**config.mk**
```make
export PLATFORM = sky130hd
export DESIGN_NAME = decrypt_seq_ctrl
export DESIGN_NICKNAME = d
export VERILOG_FILES = /design/src/rtl/decrypt_seq_ctrl_pkg.sv /design/src/rtl/decrypt_seq_ctrl_edge_rise.sv /design/src/rtl/decrypt_seq_ctrl.sv
export SDC_FILE = /design/constraint.sdc
export NUM_CORES = 1
export LEC_CHECK = 0
export CAP_MARGIN = 30
export CORE_ASPECT_RATIO = 0.6
export CORE_MARGIN = 2
export CORE_UTILIZATION = 57
export DETAILED_ROUTE_END_ITERATION = 6
export PLACE_DENSITY_LB_ADDON = 0.12
export SYNTH_ARGS = -nofsm -noshare
export SYNTH_HDL_FRONTEND = slang
export SYNTH_HIERARCHICAL = 1
export SYNTH_SLANG_ARGS = --single-unit
```
**constraint.sdc**
```tcl
create_clock -name clk -period 6 [get_ports clk]
set_clock_uncertainty 0.2 [all_clocks]
set_input_delay 0.6 -clock clk [delete_from_list [all_inputs] [get_ports clk]]
set_output_delay 0.6 -clock clk [all_outputs]
set_load 0.01 [all_outputs]
```
**src/rtl/decrypt_seq_ctrl_pkg.sv**
```systemverilog
// rtl/decrypt_seq_ctrl_pkg.sv - shared decryption sequencer types and constants
package decrypt_seq_ctrl_pkg;

  typedef enum logic [1:0] {
    ST_IDLE = 2'd0,
    ST_FFT  = 2'd1,
    ST_SYND = 2'd2,
    ST_FIN  = 2'd3
  } state_e;

  localparam logic [1:0] OP_SYND = 2'b01;
  localparam logic [1:0] OP_RENC = 2'b10;

  localparam int unsigned TMO_W_DEFAULT = 20;

  function automatic logic op_valid(input logic [1:0] op);
    return (op == OP_SYND) || (op == OP_RENC);
  endfunction

endpackage

```
**src/rtl/decrypt_seq_ctrl_edge_rise.sv**
```systemverilog
// rtl/decrypt_seq_ctrl_edge_rise.sv - registered rising-edge detector
module edge_rise (
  input  logic clk,
  input  logic rst,
  input  logic d_i,
  output logic rise_o
);

  logic prev_q;

  always_ff @(posedge clk) begin
    if (rst) begin
      prev_q <= 1'b0;
    end else begin
      prev_q <= d_i;
    end
  end

  assign rise_o = d_i & ~prev_q;

endmodule

```
**src/rtl/decrypt_seq_ctrl.sv**
```systemverilog
// rtl/decrypt_seq_ctrl.sv - sequences one add_FFT + doubled_syndrome decode pass
// and arbitrates the P read port between the syndrome and re-encrypt requesters.
module decrypt_seq_ctrl
  import decrypt_seq_ctrl_pkg::*;
#(
  parameter int unsigned m     = 13,
  parameter int unsigned t     = 119,
  parameter int unsigned TMO_W = TMO_W_DEFAULT
) (
  input  logic         clk,
  input  logic         rst,
  input  logic         start,
  input  logic [1:0]   op_in,
  output logic         busy,
  output logic         done,
  output logic         err,
  output logic [31:0]  cycles,
  output logic         fft_start,
  input  logic         fft_done,
  output logic         synd_start,
  output logic [1:0]   synd_op,
  input  logic         synd_done,
  input  logic         synd_P_rd_en,
  input  logic [m-1:0] synd_P_rd_addr,
  input  logic         renc_P_rd_en,
  input  logic [m-1:0] renc_P_rd_addr,
  output logic         P_rd_en,
  output logic [m-1:0] P_rd_addr
);

  // Watchdog fires on the edge where its count would reach all-ones.
  localparam logic [TMO_W-1:0] WD_LAST = {{(TMO_W-1){1'b1}}, 1'b0};

  // t only shapes widths of neighbouring blocks; kept for a uniform parameter set.
  logic unused_cfg;
  assign unused_cfg = (t == 0);

  state_e            state_q, state_d;
  logic [1:0]        op_q, op_d;
  logic [31:0]       cnt_q, cnt_d;
  logic [31:0]       cycles_q, cycles_d;
  logic [TMO_W-1:0]  wd_q, wd_d;
  logic              err_q, err_d;
  logic              done_q, done_d;
  logic              fft_start_q, fft_start_d;
  logic              synd_start_q, synd_start_d;
  logic              fft_rise, synd_rise;

  edge_rise u_fft_rise (
    .clk    (clk),
    .rst    (rst),
    .d_i    (fft_done),
    .rise_o (fft_rise)
  );

  edge_rise u_synd_rise (
    .clk    (clk),
    .rst    (rst),
    .d_i    (synd_done),
    .rise_o (synd_rise)
  );

  always_ff @(posedge clk) begin
    if (rst) begin
      state_q      <= ST_IDLE;
      op_q         <= 2'b00;
      cnt_q        <= '0;
      cycles_q     <= '0;
      wd_q         <= '0;
      err_q        <= 1'b0;
      done_q       <= 1'b0;
      fft_start_q  <= 1'b0;
      synd_start_q <= 1'b0;
    end else begin
      state_q      <= state_d;
      op_q         <= op_d;
      cnt_q        <= cnt_d;
      cycles_q     <= cycles_d;
      wd_q         <= wd_d;
      err_q        <= err_d;
      done_q       <= done_d;
      fft_start_q  <= fft_start_d;
      synd_start_q <= synd_start_d;
    end
  end

  always_comb begin
    state_d      = state_q;
    op_d         = op_q;
    cnt_d        = cnt_q;
    cycles_d     = cycles_q;
    wd_d         = wd_q;
    err_d        = err_q;
    done_d       = 1'b0;
    fft_start_d  = 1'b0;
    synd_start_d = 1'b0;

    if (state_q != ST_IDLE && cnt_q != '1) begin
      cnt_d = cnt_q + 32'd1;
    end

    case (state_q)
      ST_IDLE: begin
        // The accepting cycle counts as cycle 1, so cycles equals start-to-done latency.
        if (start && op_valid(op_in)) begin
          state_d     = ST_FFT;
          op_d        = op_in;
          cnt_d       = 32'd1;
          wd_d        = '0;
          err_d       = 1'b0;
          fft_start_d = 1'b1;
        end
      end
      ST_FFT: begin
        if (fft_rise) begin
          state_d      = ST_SYND;
          synd_start_d = 1'b1;
          wd_d         = '0;
        end else if (wd_q == WD_LAST) begin
          state_d = ST_FIN;
          err_d   = 1'b1;
        end else begin
          wd_d = wd_q + TMO_W'(1);
        end
      end
      ST_SYND: begin
        if (synd_rise) begin
          state_d = ST_FIN;
          wd_d    = '0;
        end else if (wd_q == WD_LAST) begin
          state_d = ST_FIN;
          err_d   = 1'b1;
        end else begin
          wd_d = wd_q + TMO_W'(1);
        end
      end
      ST_FIN: begin
        state_d  = ST_IDLE;
        done_d   = 1'b1;
        cycles_d = cnt_d;
        wd_d     = '0;
      end
      default: state_d = ST_IDLE;
    endcase
  end

  assign busy       = (state_q != ST_IDLE);
  assign done       = done_q;
  assign err        = err_q;
  assign cycles     = cycles_q;
  assign fft_start  = fft_start_q;
  assign synd_start = synd_start_q;
  assign synd_op    = op_q;

  // Syndrome engine owns P only for a cipher-syndrome pass in SYND; the loser is dropped.
  always_comb begin
    P_rd_en   = renc_P_rd_en;
    P_rd_addr = renc_P_rd_addr;
    if (busy && state_q == ST_SYND && op_q == OP_SYND) begin
      P_rd_en   = synd_P_rd_en;
      P_rd_addr = synd_P_rd_addr;
    end
  end

endmodule
```
### Word-level counts from Yosys, hierarchy flattened

Index checks and enable logic that the tools add are counted.

| word-level totals | value |
|---|---|
| register bits after elaboration | 94 |

| cells by class | value |
|---|---|
| reduce and logical (&&, ||, !) cells | 12 |
| equal/unequal tests | 11 |
| add/sub/neg operators | 2 |
| muxes and demuxes | 23 |
| bitwise gates (word level) | 6 |

Operators with widths:

| operator | number |
|---|---|
| 2-to-1 mux 32 bit | 3 |
| 2-to-1 mux 20 bit | 4 |
| one-hot mux 20 bit (4 select lines) | 1 |
| adder 32 x 1 -> 32 bit (second input constant) | 1 |
| inequality test 32 bit (second input constant) | 1 |
| adder 20 x 1 -> 20 bit (second input constant) | 1 |
| equality test 20 bit (second input constant) | 1 |
| 2-to-1 mux 13 bit | 1 |
| 2-to-1 mux 1 bit | 8 |
| 2-to-1 mux 2 bit | 4 |
| one-hot mux 2 bit (4 select lines) | 1 |
| equality test 2 x 1 -> 1 bit (second input constant) | 3 |
| equality test 2 bit (second input constant) | 3 |
| inequality test 2 bit (second input constant) | 3 |
| logical AND 1 bit | 4 |
| NOT 1 bit | 4 |
| AND reduction 4 bit | 1 |
| OR reduction 2 bit | 2 |
| one-hot mux 1 bit (3 select lines) | 1 |
| nonzero test 3 bit | 1 |
| AND 1 bit | 2 |
| zero test 2 bit | 1 |
| AND reduction 2 bit | 1 |
| nonzero test 2 bit | 1 |
| logical OR 1 bit | 1 |

### Longest topological paths before layout

Gate-level depths: netlist of the first run.

| logic depth | value |
|---|---|
| depth after elaboration | 5 |
| depth in mapped cells | 8 |
| gate-level depth less buffers | 7 |

### Hierarchy

Netlist of the first run, hierarchy kept.

Modules (own cells, without submodules):

| module | cells an instance | area each (µm²) | times used | sequential area each (µm²) |
|---|---|---|---|---|
| decrypt_seq_ctrl | 554 | 4734.5 | 1 | 1841.8 |
| edge_rise | 3 | 47.5 | 2 | 20.0 |

### Least setup slack after synthesis of the first run

OpenSTA, ideal clock, no wires.

| timing path | value |
|---|---|
| path type | register to output |
| from | reg state_q[0] |
| to | out P_rd_addr[10] |
| cell stages (with the launch flop) | 6 |
| data required time | 5.200 ns |
| data arrival time | 1.615 ns |
| setup slack | 3.585 ns |
| path through | dfxtp_1 > inv_1 > ha_1 > nand3b_1 > clkbuf_1 > mux2_2 |

| on the way | value |
|---|---|
| word-level cells in the longest chain between the ends | 4 |
| elaborated cells between the ends (all ways) | 5 |

Ends and longest elaborated chain:

| what | RTL line | source |
|---|---|---|
| from (decl) | decrypt_seq_ctrl.sv:38 | `state_e state_q, state_d;` |
| from (signal assigned) | decrypt_seq_ctrl.sv:75 | `state_q <= state_d;` |
| equality test 2 bit / nonzero test 2 bit (equally long branches) | decrypt_seq_ctrl.sv:159, decrypt_seq_ctrl.sv:147 |  |
| logical AND 1 bit (*) (2 in a row) | decrypt_seq_ctrl.sv:159 | `if (busy && state_q == ST_SYND && op_q == OP_SYND) begin` |
| 2-to-1 mux 13 bit (*) | decrypt_seq_ctrl.sv:159 |  |
| to (decl) | decrypt_seq_ctrl.sv:28 | `output logic [m-1:0] P_rd_addr` |

Every way passes the cells marked *; elsewhere a longest branch is shown, timed or not.

### Final worst setup path of the first run

| timing path | value |
|---|---|
| from | reg state_q[0] |
| to | out P_rd_addr[11] |

Same word-level chain as after synthesis.

==> results of run 1 <==
[worst min-delay path: cells and delay by family, from the launching register on]
family	cells	cell delay, ns
and+or+nand+nor	1	0.08
DFF	1	0.31
AOI/OAI and AO/OA	1	0.05
[logic make-up (layout without fill, tap and decap cells)]
kind of cell	Yosys count	in the layout	synth area share [%]
and+or+nand+nor	245	245	27.2
DFF	94	94	39.0
adders and majority gates	10	10	2.59
buffers and inverters	45	121	4.66
xor gates and xnor gates	23	23	4.17
muxes	19	19	4.30
AOI/OAI and AO/OA	124	124	18.2
[area by class of cell]
class	instances	area [um^2]
fill	605	2020
inverter	11	41.3
multi-input combinational	421	2730
sequential	94	1880
clock buffer	12	246
tap	108	135
timing repair buffer	94	918
clock inverter	4	70.1
[routing by layer]
metal / vias up / global-route usage, %
met3: 22 / 6.81
met5: - / 0
met1: 2176 / 41.9
met2: 239 / 44.8
met4: 0 / 10.1
li1: 2223 / -
[report_power, final]
part | switching (uW) | internal [uW]
Combinational | 79.5 | 63.9
Clock | 237 | 375
Sequential | 11.2 | 632
[registers in the layout (all words and copies together) (netlist names)]
register and count:
u_synd_rise/prev_q 1, synd_op 2, cnt_q 32, u_fft_rise/prev_q 1, done 1, state_q 2, err 1, cycles 32
wd_q 20, synd_start 1, fft_start 1
[worst max-delay path by stage]
stage | slack (ns) | to | start | cells past startpoint
3_3_place_gp | 2.92 | wd_q[16] | op_in[0] | 7
6_report | 2.59 | P_rd_addr[11] | state_q[0] | 5
5_1_grt | 2.45 | P_rd_addr[11] | state_q[0] | 5
4_1_cts | 2.58 | P_rd_addr[11] | state_q[0] | 5
2_1_floorplan | 3.58 | P_rd_addr[10] | state_q[0] | 5
3_5_place_dp | 2.97 | P_rd_addr[11] | state_q[0] | 5
[through the flow]
step | power, uW | setup slack, ns | instances | cell area [um^2] | hold slack [ns]
finish | 1400 | 2.59 | 744 | 6020 | 0.282
global route | 1440 | 2.45 | 744 | 6020 | 0.307
CTS | 1400 | 2.58 | 744 | 6020 | 0.286
detailed placement | 797 | 2.97 | 728 | 5700 | 0.278
global placement | 792 | 2.92 | 727 | 5690 | 0.263
floorplan | 731 | 3.58 | 560 | 4830 | 0.252
[cells in the mapped netlist (12+ instances only)]
cell | number | area, um^2
nand3_1 | 25 | 125
mux2_2 | 14 | 158
clkbuf_1 | 19 | 71.3
nand2_1 | 37 | 139
nor2_1 | 77 | 289
a21oi_1 | 24 | 120
nand4_1 | 15 | 93.8
xor2_1 | 15 | 131
o21ai_0 | 14 | 70.1
dfxtp_1 | 94 | 1880
or3_1 | 12 | 75.1
a211oi_1 | 26 | 195
==> run metrics, run 1 <==
WL final=between 10 and 15 mm; GRT Overall Usage=between 20% and 30%; post-synthesis instance total=between 500 and 600; critical path, cell by cell=inv_1, ha_1, nand3b_1, mux2_2, clkdlybuf4s50_1; leading cell type in the layout, fill and taps excluded=dfxtp_1; post-DR vias/cell=approximately 6.3; number of cells upsized or downsized after cts=0; Top Family by Delay on Critical Path=buffers and inverters; # H-tree levels=3; commonest register cell after synthesis=dfxtp_1; fraction of synthesis flops using an asynchronous set or reset pin=0%; TritonCTS clock tree=done; Max-slew headroom=between 40% and 50%; maximum number of pins on one net before global-route repair=between 60 and 70; critical register-to-register path endpoint=cnt_q[29]; clk slew on worst S/H paths=approximately 0.060 ns; number of antenna violations at the first check in global routing=0; ant diodes=0; met3 wire len=between 1 and 1.5 mm; CTS hold repair buffers=0; Iter 0 DRT Violations=490; RSZ-0062 raised after global routing=no; share of layout cells above drive strength 1=a little under a tenth; mean cell area of the mapped netlist=approximately 8.6 um^2; Hold Startpoint=cycles[11]; total negative setup slack=0 ns; final critical path time including I/O delays and setup=between 3 and 4 ns; Cell variety after synth=between 70 and 80; f_max=approximately 0.29 GHz; total CTS buffers=9; Crit path arrival time=about 2.6 ns; CTS Root Cell=clkbuf_16; post-synthesis net count=about 610; worst-case reg-to-reg path depth=7; count of vias placed by the detailed router=roughly 4700; number of buffers and inverters on the critical path=2; worst hold-check path type=reg2reg; slew of the pin with the lowest slew margin=~0.85 ns; mapped cell area=a little under 5000 um^2; startpoint-to-endpoint class of the critical path=reg2out; post-synthesis register bit count=94; minimum setup slack among reg-to-reg paths=about 3.1 ns; Hold EP=cycles[11]; number of core rows=25; Synthesis Warnings=6; worst reg2reg path startpoint=state_q[1]; Die Outline Area=about 9000 um^2; setup bufs post-CTS=0; placeable core region=roughly 8000 um^2; Crit. End Element=output pin; cell with the biggest individual delay on the critical path=clkdlybuf4s50_1; HPWL after DPL=around 9.4 mm; source-to-sink clock delay at the later pin of the worst-skew pair=0.34 ns; final weighted congestion of routability-driven global placement=approximately 0.95; global-route wire length before repair=21.0 mm; met1 wire length=about 6.2 mm; maximum clock insertion buffer count=2; Final setup viols=0; post-detailed-route count of antenna-violating nets=0; Maximum Capacitance Violations=0; Final Max Slew Viols=0; Chip Height=75.3 um; boundary pin count=a little under 90; Die X-Extent=~120 um; proportion of synthesized chip area in sequential cells=around 40%; Post-route DRC=0; total leakage power=0.00202 uW; required arrival time at the worst endpoint=around 5.2 ns; overall overflow remaining after global route=0; effective utilization at floorplan=roughly three fifths; total count of hold-check failures in the final report=0; EDFF count, synth=0; power per cell area=232 nW/um^2; drt wl/cell=about 18 um; status=completed; most frequent cells in the layout=dfxtp_1 (94), clkdlybuf4s50_1 (86), nor2_1 (77); area growth from synthesis to layout=24.6%; IO Port Bufs=87; sink count of the clock tree=between 90 and 100; hold path cells=2; top sig layer=met4; fraction of the cycle the final worst path needs=between 50% and 60%; DR pass1 iterations=5; crit path launch type=flip-flop; maximum resistive drop on vdd=between 0.2 and 0.25 mV; net total in the final layout=~680; via count of the first global-routing pass=roughly 4200; Max Fanout on Critical Path=14; Core Util, Final=74.9%; worst stage delay on the critical path=0.48 ns; amount of wire on met2 after detailed routing=5.51 mm
Note: power is estimated with default switching activity, not from simulation.
==> inputs of run 2 (changes only) <==
Settings changed: CORE_UTILIZATION 57 to 48.
Clock period 6 ns to 3 ns, I/O delays scaled along.
==> run 2 against run 1 <==
Hold slack worse by 0.035 ns. First-iteration DRC count down 26%. Sequential power up 100%. Flip-flop and latch count is the same. Via count shrank 0.62%. Die area up 18%. Wire length rose by 1.7%. Count of clock-buffer cells in the layout increased by 1. Cell area increased by 1.5%. Core utilization fell by 13 points. Combinational power grew 110%. Worst setup slack lost 2.5 ns. Critical endpoint unchanged. Largest power group unchanged.
==> run metrics, run 2 (synthesis gave the netlist of run 1 again) <==
IO Port Bufs=87 (unchanged); ant diodes=0 (unchanged); CTS hold repair buffers=0 (unchanged); overall overflow remaining after global route=0 (unchanged); Chip Height=81.7 um (+8.5%); number of antenna violations at the first check in global routing=0 (unchanged); number of cells upsized or downsized after cts=0 (unchanged); effective utilization at floorplan=49.2% (-11 points); placeable core region=9810 um^2 (+22%); Maximum Capacitance Violations=0 (unchanged); final critical path time including I/O delays and setup=approximately 2.9 ns; count of vias placed by the detailed router=4631 (-0.62%); GRT Overall Usage=25.1% (-4.4 points); crit path launch type=flip-flop; global-route wire length before repair=21.5 mm (+2.5%); most frequent cells in the layout=dfxtp_1 (93), clkdlybuf4s50_1 (86), nor2_1 (77); Crit. End Element=output pin; Post-route DRC=0 (unchanged); total CTS buffers=9 (unchanged); CTS Root Cell=clkbuf_16; Die X-Extent=133 um (+8.7%); maximum number of pins on one net before global-route repair=44 (-31%); amount of wire on met2 after detailed routing=5.52 mm (+0.13%); WL final=13.6 mm (+1.7%); cell with the biggest individual delay on the critical path=clkdlybuf4s50_1; TritonCTS clock tree=done; Final Instance Count excl. Fillers=780 (+4.8%); Final setup viols=0 (unchanged); Max-slew headroom=52.6% (+9.7 points); total negative setup slack=0 ns (unchanged); met3 wire len=1.22 mm (-15%); worst stage delay on the critical path=0.48 ns (about the same); area growth from synthesis to layout=26.5%; drt wl/cell=17.4 um (-3.0%); Iter 0 DRT Violations=363 (-26%); slew of the pin with the lowest slew margin=0.706 ns (-0.142 ns); post-DR vias/cell=5.94 (-5.2%); RSZ-0062 raised after global routing=no; Die Outline Area=10900 um^2 (+18%); maximum resistive drop on vdd=0.305 mV (+48%); net total in the final layout=685 (+1.3%); via count of the first global-routing pass=4184 (-0.66%); instance count after placement with tap cells included=764 (+4.9%); total count of hold-check failures in the final report=0 (unchanged); Core Util, Final=62.3% (-13 points); top sig layer=met4; power per cell area=448 nW/um^2 (+93%); fraction of the cycle the final worst path needs=a little over nine tenths; sink count of the clock tree=94 (unchanged); setup bufs post-CTS=0 (unchanged); worst hold-check path type=in2reg; share of layout cells above drive strength 1=10.4% (+1.3 points); startpoint-to-endpoint class of the critical path=reg2out; f_max=about 0.35 GHz; required arrival time at the worst endpoint=2.50 ns (-2.70 ns); number of filler cells placed in the layout=847 (+40%); clk slew on worst S/H paths=0.06 ns (about the same); met1 wire length=6.72 mm (+8.2%); maximum clock insertion buffer count=2 (unchanged); boundary pin count=88 (unchanged); final weighted congestion of routability-driven global placement=0.902 (-5.0%); status=completed; Max Fanout on Critical Path=14 (unchanged); critical path, cell by cell=inv_1, ha_1, nand3b_1, buf_4, mux2_2, clkdlybuf4s50_1; source-to-sink clock delay at the later pin of the worst-skew pair=0.35 ns (about the same); total leakage power=0.00205 uW (+1.7%); HPWL after DPL=9.75 mm (+4.2%); Final Max Slew Viols=0 (unchanged); leading cell type in the layout, fill and taps excluded=dfxtp_1; post-detailed-route count of antenna-violating nets=0 (unchanged); DR pass1 iterations=4 (-1); WHS=0.247 ns (-0.0352 ns); Crit path arrival time=2.39 ns (-0.22 ns); number of core rows=28 (+12%); # H-tree levels=3 (unchanged)
[run 2: layer usage]
metal	vias up	global-route usage [%]
met5	-	0
met4	0	7.13
li1	2249	-
met3	12	6.67
met1	2143	35.2
met2	227	38.5
[run 2: report_power, final]
| part | switching, uW | internal, uW |
|---|---|---|
| combinational | 164 | 141 |
| sequential | 20.0 | 1270 |
| clock | 479 | 670 |
[run 2: worst max-delay path: cells and delay by family, from the launching register on]
family        cells  cell delay [ns]
flops             1             0.38
fa+ha+maj         1             0.32
simple gates      1             0.13
buf+inv           3             0.82
mux               1             0.37
[run 2: layout make-up]
cell class,instances,area [um^2],area share [%]
Timing Repair Buffer,103,998,16.3
Multi-Input combinational cell,421,2730,44.6
Clock buffer,13,250,4.10
Sequential cell,94,1880,30.8
Inverter,11,41.3,0.676
Clock inverter,3,43.8,0.717
Tap cell,135,169,2.76
[run 2: through the flow]
| step | setup WS [ns] | cell area [um^2] | power [uW] |
|---|---|---|---|
| floorplan | 0.784 | 4830 | 1460 |
| detailed placement | 0.287 | 5820 | 1610 |
| global route | 0.0294 | 6110 | 2840 |
| global placement | 0.382 | 5820 | 1600 |
| CTS | 0.0125 | 6110 | 2760 |
| finish | 0.111 | 6110 | 2740 |
[run 2: final timing paths]
check	from	end	slack (ns)	depth (start not counted)
setup / recovery	state_q[0]	P_rd_addr[11]	0.11	6
hold / removal	rst	cycles[3]	0.25	5
setup reg to reg	wd_q[11]	state_q[0]	0.23	5
hold reg to reg	cycles[26]	cycles[26]	0.28	2
==> inputs of run 3 (changes only) <==
Settings changed: CELL_PAD_IN_SITES_DETAIL_PLACEMENT set to 1, CELL_PAD_IN_SITES_GLOBAL_PLACEMENT set to 1, CORE_MARGIN 2 to 3, CORE_UTILIZATION 48 to 36.
==> run 3 against run 2 <==
Count of clock-buffer cells in the layout fell by 3. Hold slack got worse by 0.012 ns. Non-clock buffer count is 5 higher. Combinational power grew 2%. Sequential share of layout area shrank 0.49 points. Critical path depth unchanged. Final cell count increased by 5.1%. Core utilization shrank 14 points. Critical path type unchanged. Maximum frequency increased by 1.7%. Highest routed layer unchanged. Critical endpoint is now P_rd_addr[0]. Largest cell class unchanged. Sequential power about the same. Die area increased by 36%.
==> run metrics, run 3 (synthesis gave the netlist of run 1 again) <==
status=completed; top sig layer=met4; boundary pin count=88 (unchanged); Iter 0 DRT Violations=304 (-16%); CTS hold repair buffers=0 (unchanged); Final Max Slew Viols=0 (unchanged); placeable core region=13000 um^2 (+32%); WHS=0.235 ns (-0.0117 ns); leading cell type in the layout, fill and taps excluded=dfxtp_1; crit path launch type=flip-flop; sink count of the clock tree=94 (unchanged); # H-tree levels=3 (unchanged); number of filler cells placed in the layout=1512 (+79%); Post-route DRC=0 (unchanged); total negative setup slack=0 ns (unchanged); maximum clock insertion buffer count=2 (unchanged); Max-slew headroom=49.8% (-2.8 points); startpoint-to-endpoint class of the critical path=reg2out; GRT Overall Usage=21.2% (-4.0 points); maximum number of pins on one net before global-route repair=43 (-2.3%); f_max=0.352 GHz (+1.7%); total leakage power=0.00208 uW (+1.7%); HPWL after DPL=11.6 mm (+19%); DR pass1 iterations=4 (unchanged); WL final=15.6 mm (+15%); post-DR vias/cell=5.71 (-3.8%); most frequent cells in the layout=dfxtp_1 (93), clkdlybuf4s50_1 (86), nor2_1 (77); final weighted congestion of routability-driven global placement=0.859 (-4.8%); post-detailed-route count of antenna-violating nets=0 (unchanged); total count of hold-check failures in the final report=0 (unchanged); amount of wire on met2 after detailed routing=6.69 mm (+21%); drt wl/cell=19.0 um (+9.3%); fraction of the cycle the final worst path needs=94.7% (-1.6 points); Chip Height=95.7 um (+17%); Max Fanout on Critical Path=14 (unchanged); worst hold-check path type=in2reg; net total in the final layout=690 (+0.73%); clk slew on worst S/H paths=0.07 ns (about the same); count of vias placed by the detailed router=4682 (+1.1%); Die Outline Area=14900 um^2 (+36%); Final setup viols=0 (unchanged); sequential cell area=1880 um^2 (unchanged); overall overflow remaining after global route=0 (unchanged); number of antenna violations at the first check in global routing=0 (unchanged); worst setup path startpoint=state_q[0]; worst reg2reg path startpoint=wd_q[11]; via count of the first global-routing pass=4748 (+13%); met1 wire length=7.79 mm (+16%); number of cells upsized or downsized after cts=0 (unchanged); number of core rows=32 (+14%); TritonCTS clock tree=done; area growth from synthesis to layout=28.6%; required arrival time at the worst endpoint=2.50 ns (about the same); combined area of the multi-input logic cells=2730 um^2 (unchanged); met3 wire len=978 um (-20%); RSZ-0062 raised after global routing=no; IO Port Bufs=87 (unchanged); ant diodes=0 (unchanged); slew of the pin with the lowest slew margin=0.748 ns (+0.0423 ns); Crit. End Element=output pin; final critical path time including I/O delays and setup=2.84 ns (-0.0476 ns); effective utilization at floorplan=37.2% (-12 points); power per cell area=458 nW/um^2 (+2.3%); setup bufs post-CTS=0 (unchanged); CTS Root Cell=clkbuf_16; Maximum Capacitance Violations=0 (unchanged); maximum resistive drop on vdd=0.271 mV (-11%); Hold Startpoint=rst; share of layout cells above drive strength 1=11.5% (+1.2 points); Crit path arrival time=2.34 ns (-0.05 ns); total CTS buffers=9 (unchanged); source-to-sink clock delay at the later pin of the worst-skew pair=0.35 ns (about the same); Die X-Extent=156 um (+17%); global-route wire length before repair=25.1 mm (+17%)
run 3: cell count changes in the layout (fill, tap and decap cells not counted):
cell        previous run  this run
clkbuf_1               3         0
clkinvlp_4             0         2
buf_4                 15        21
buf_12                 1         0
clkinv_2               1         2
clkinv_4               1         0
bufinv_16              1         2
run 3: where the power goes:
part	switching, uW	internal, uW	total, uW
Clock	501	750	1250
Sequential	20.0	1260	1280
Combinational	171	140	311
Total	692	2150	2850
run 3: through the flow:
step	worst slack [ns]	std cells	util, %	area [um^2]	power (uW)
final	0.159	820	47.9	6210	2850
after global routing	0.0637	820	47.9	6210	2960
after CTS	0.0503	820	47.9	6210	2870
after detailed placement	0.328	804	45.4	5880	1620
after global placement	0.473	804	45.4	5880	1610
after floorplan	0.784	560	-	4830	1460
run 3: final cells by class:
cell class                      count  area share (%)
Clock inverter                      6            1.37
Timing Repair Buffer              108            16.5
Inverter                           11           0.665
Tap cell                          170            3.43
Clock buffer                       10            3.85
Multi-Input combinational cell    421            43.9
Sequential cell                    94            30.3
run 3: path summary, 6_finish.rpt:
path	to	slack [ns]	depth (start not counted)
max	P_rd_addr[0]	0.16	6
min	cnt_q[10]	0.24	3
min reg2reg	cycles[22]	0.28	2
max reg2reg	wd_q[5]	0.30	5
run 3: per-layer routing:
layer,vias up,track usage (%)
met5,-,0
met4,0,5.97
met3,14,4.94
met2,124,32.5
met1,2305,29.9
li1,2239,-
run 3: worst max-delay path, cell delays in order (launching register included):
cell             delay [ns]
dfxtp_2                0.38
inv_1                  0.12
ha_1                   0.31
nand3b_1               0.12
buf_4                  0.22
mux2_2                 0.37
clkdlybuf4s50_1        0.48
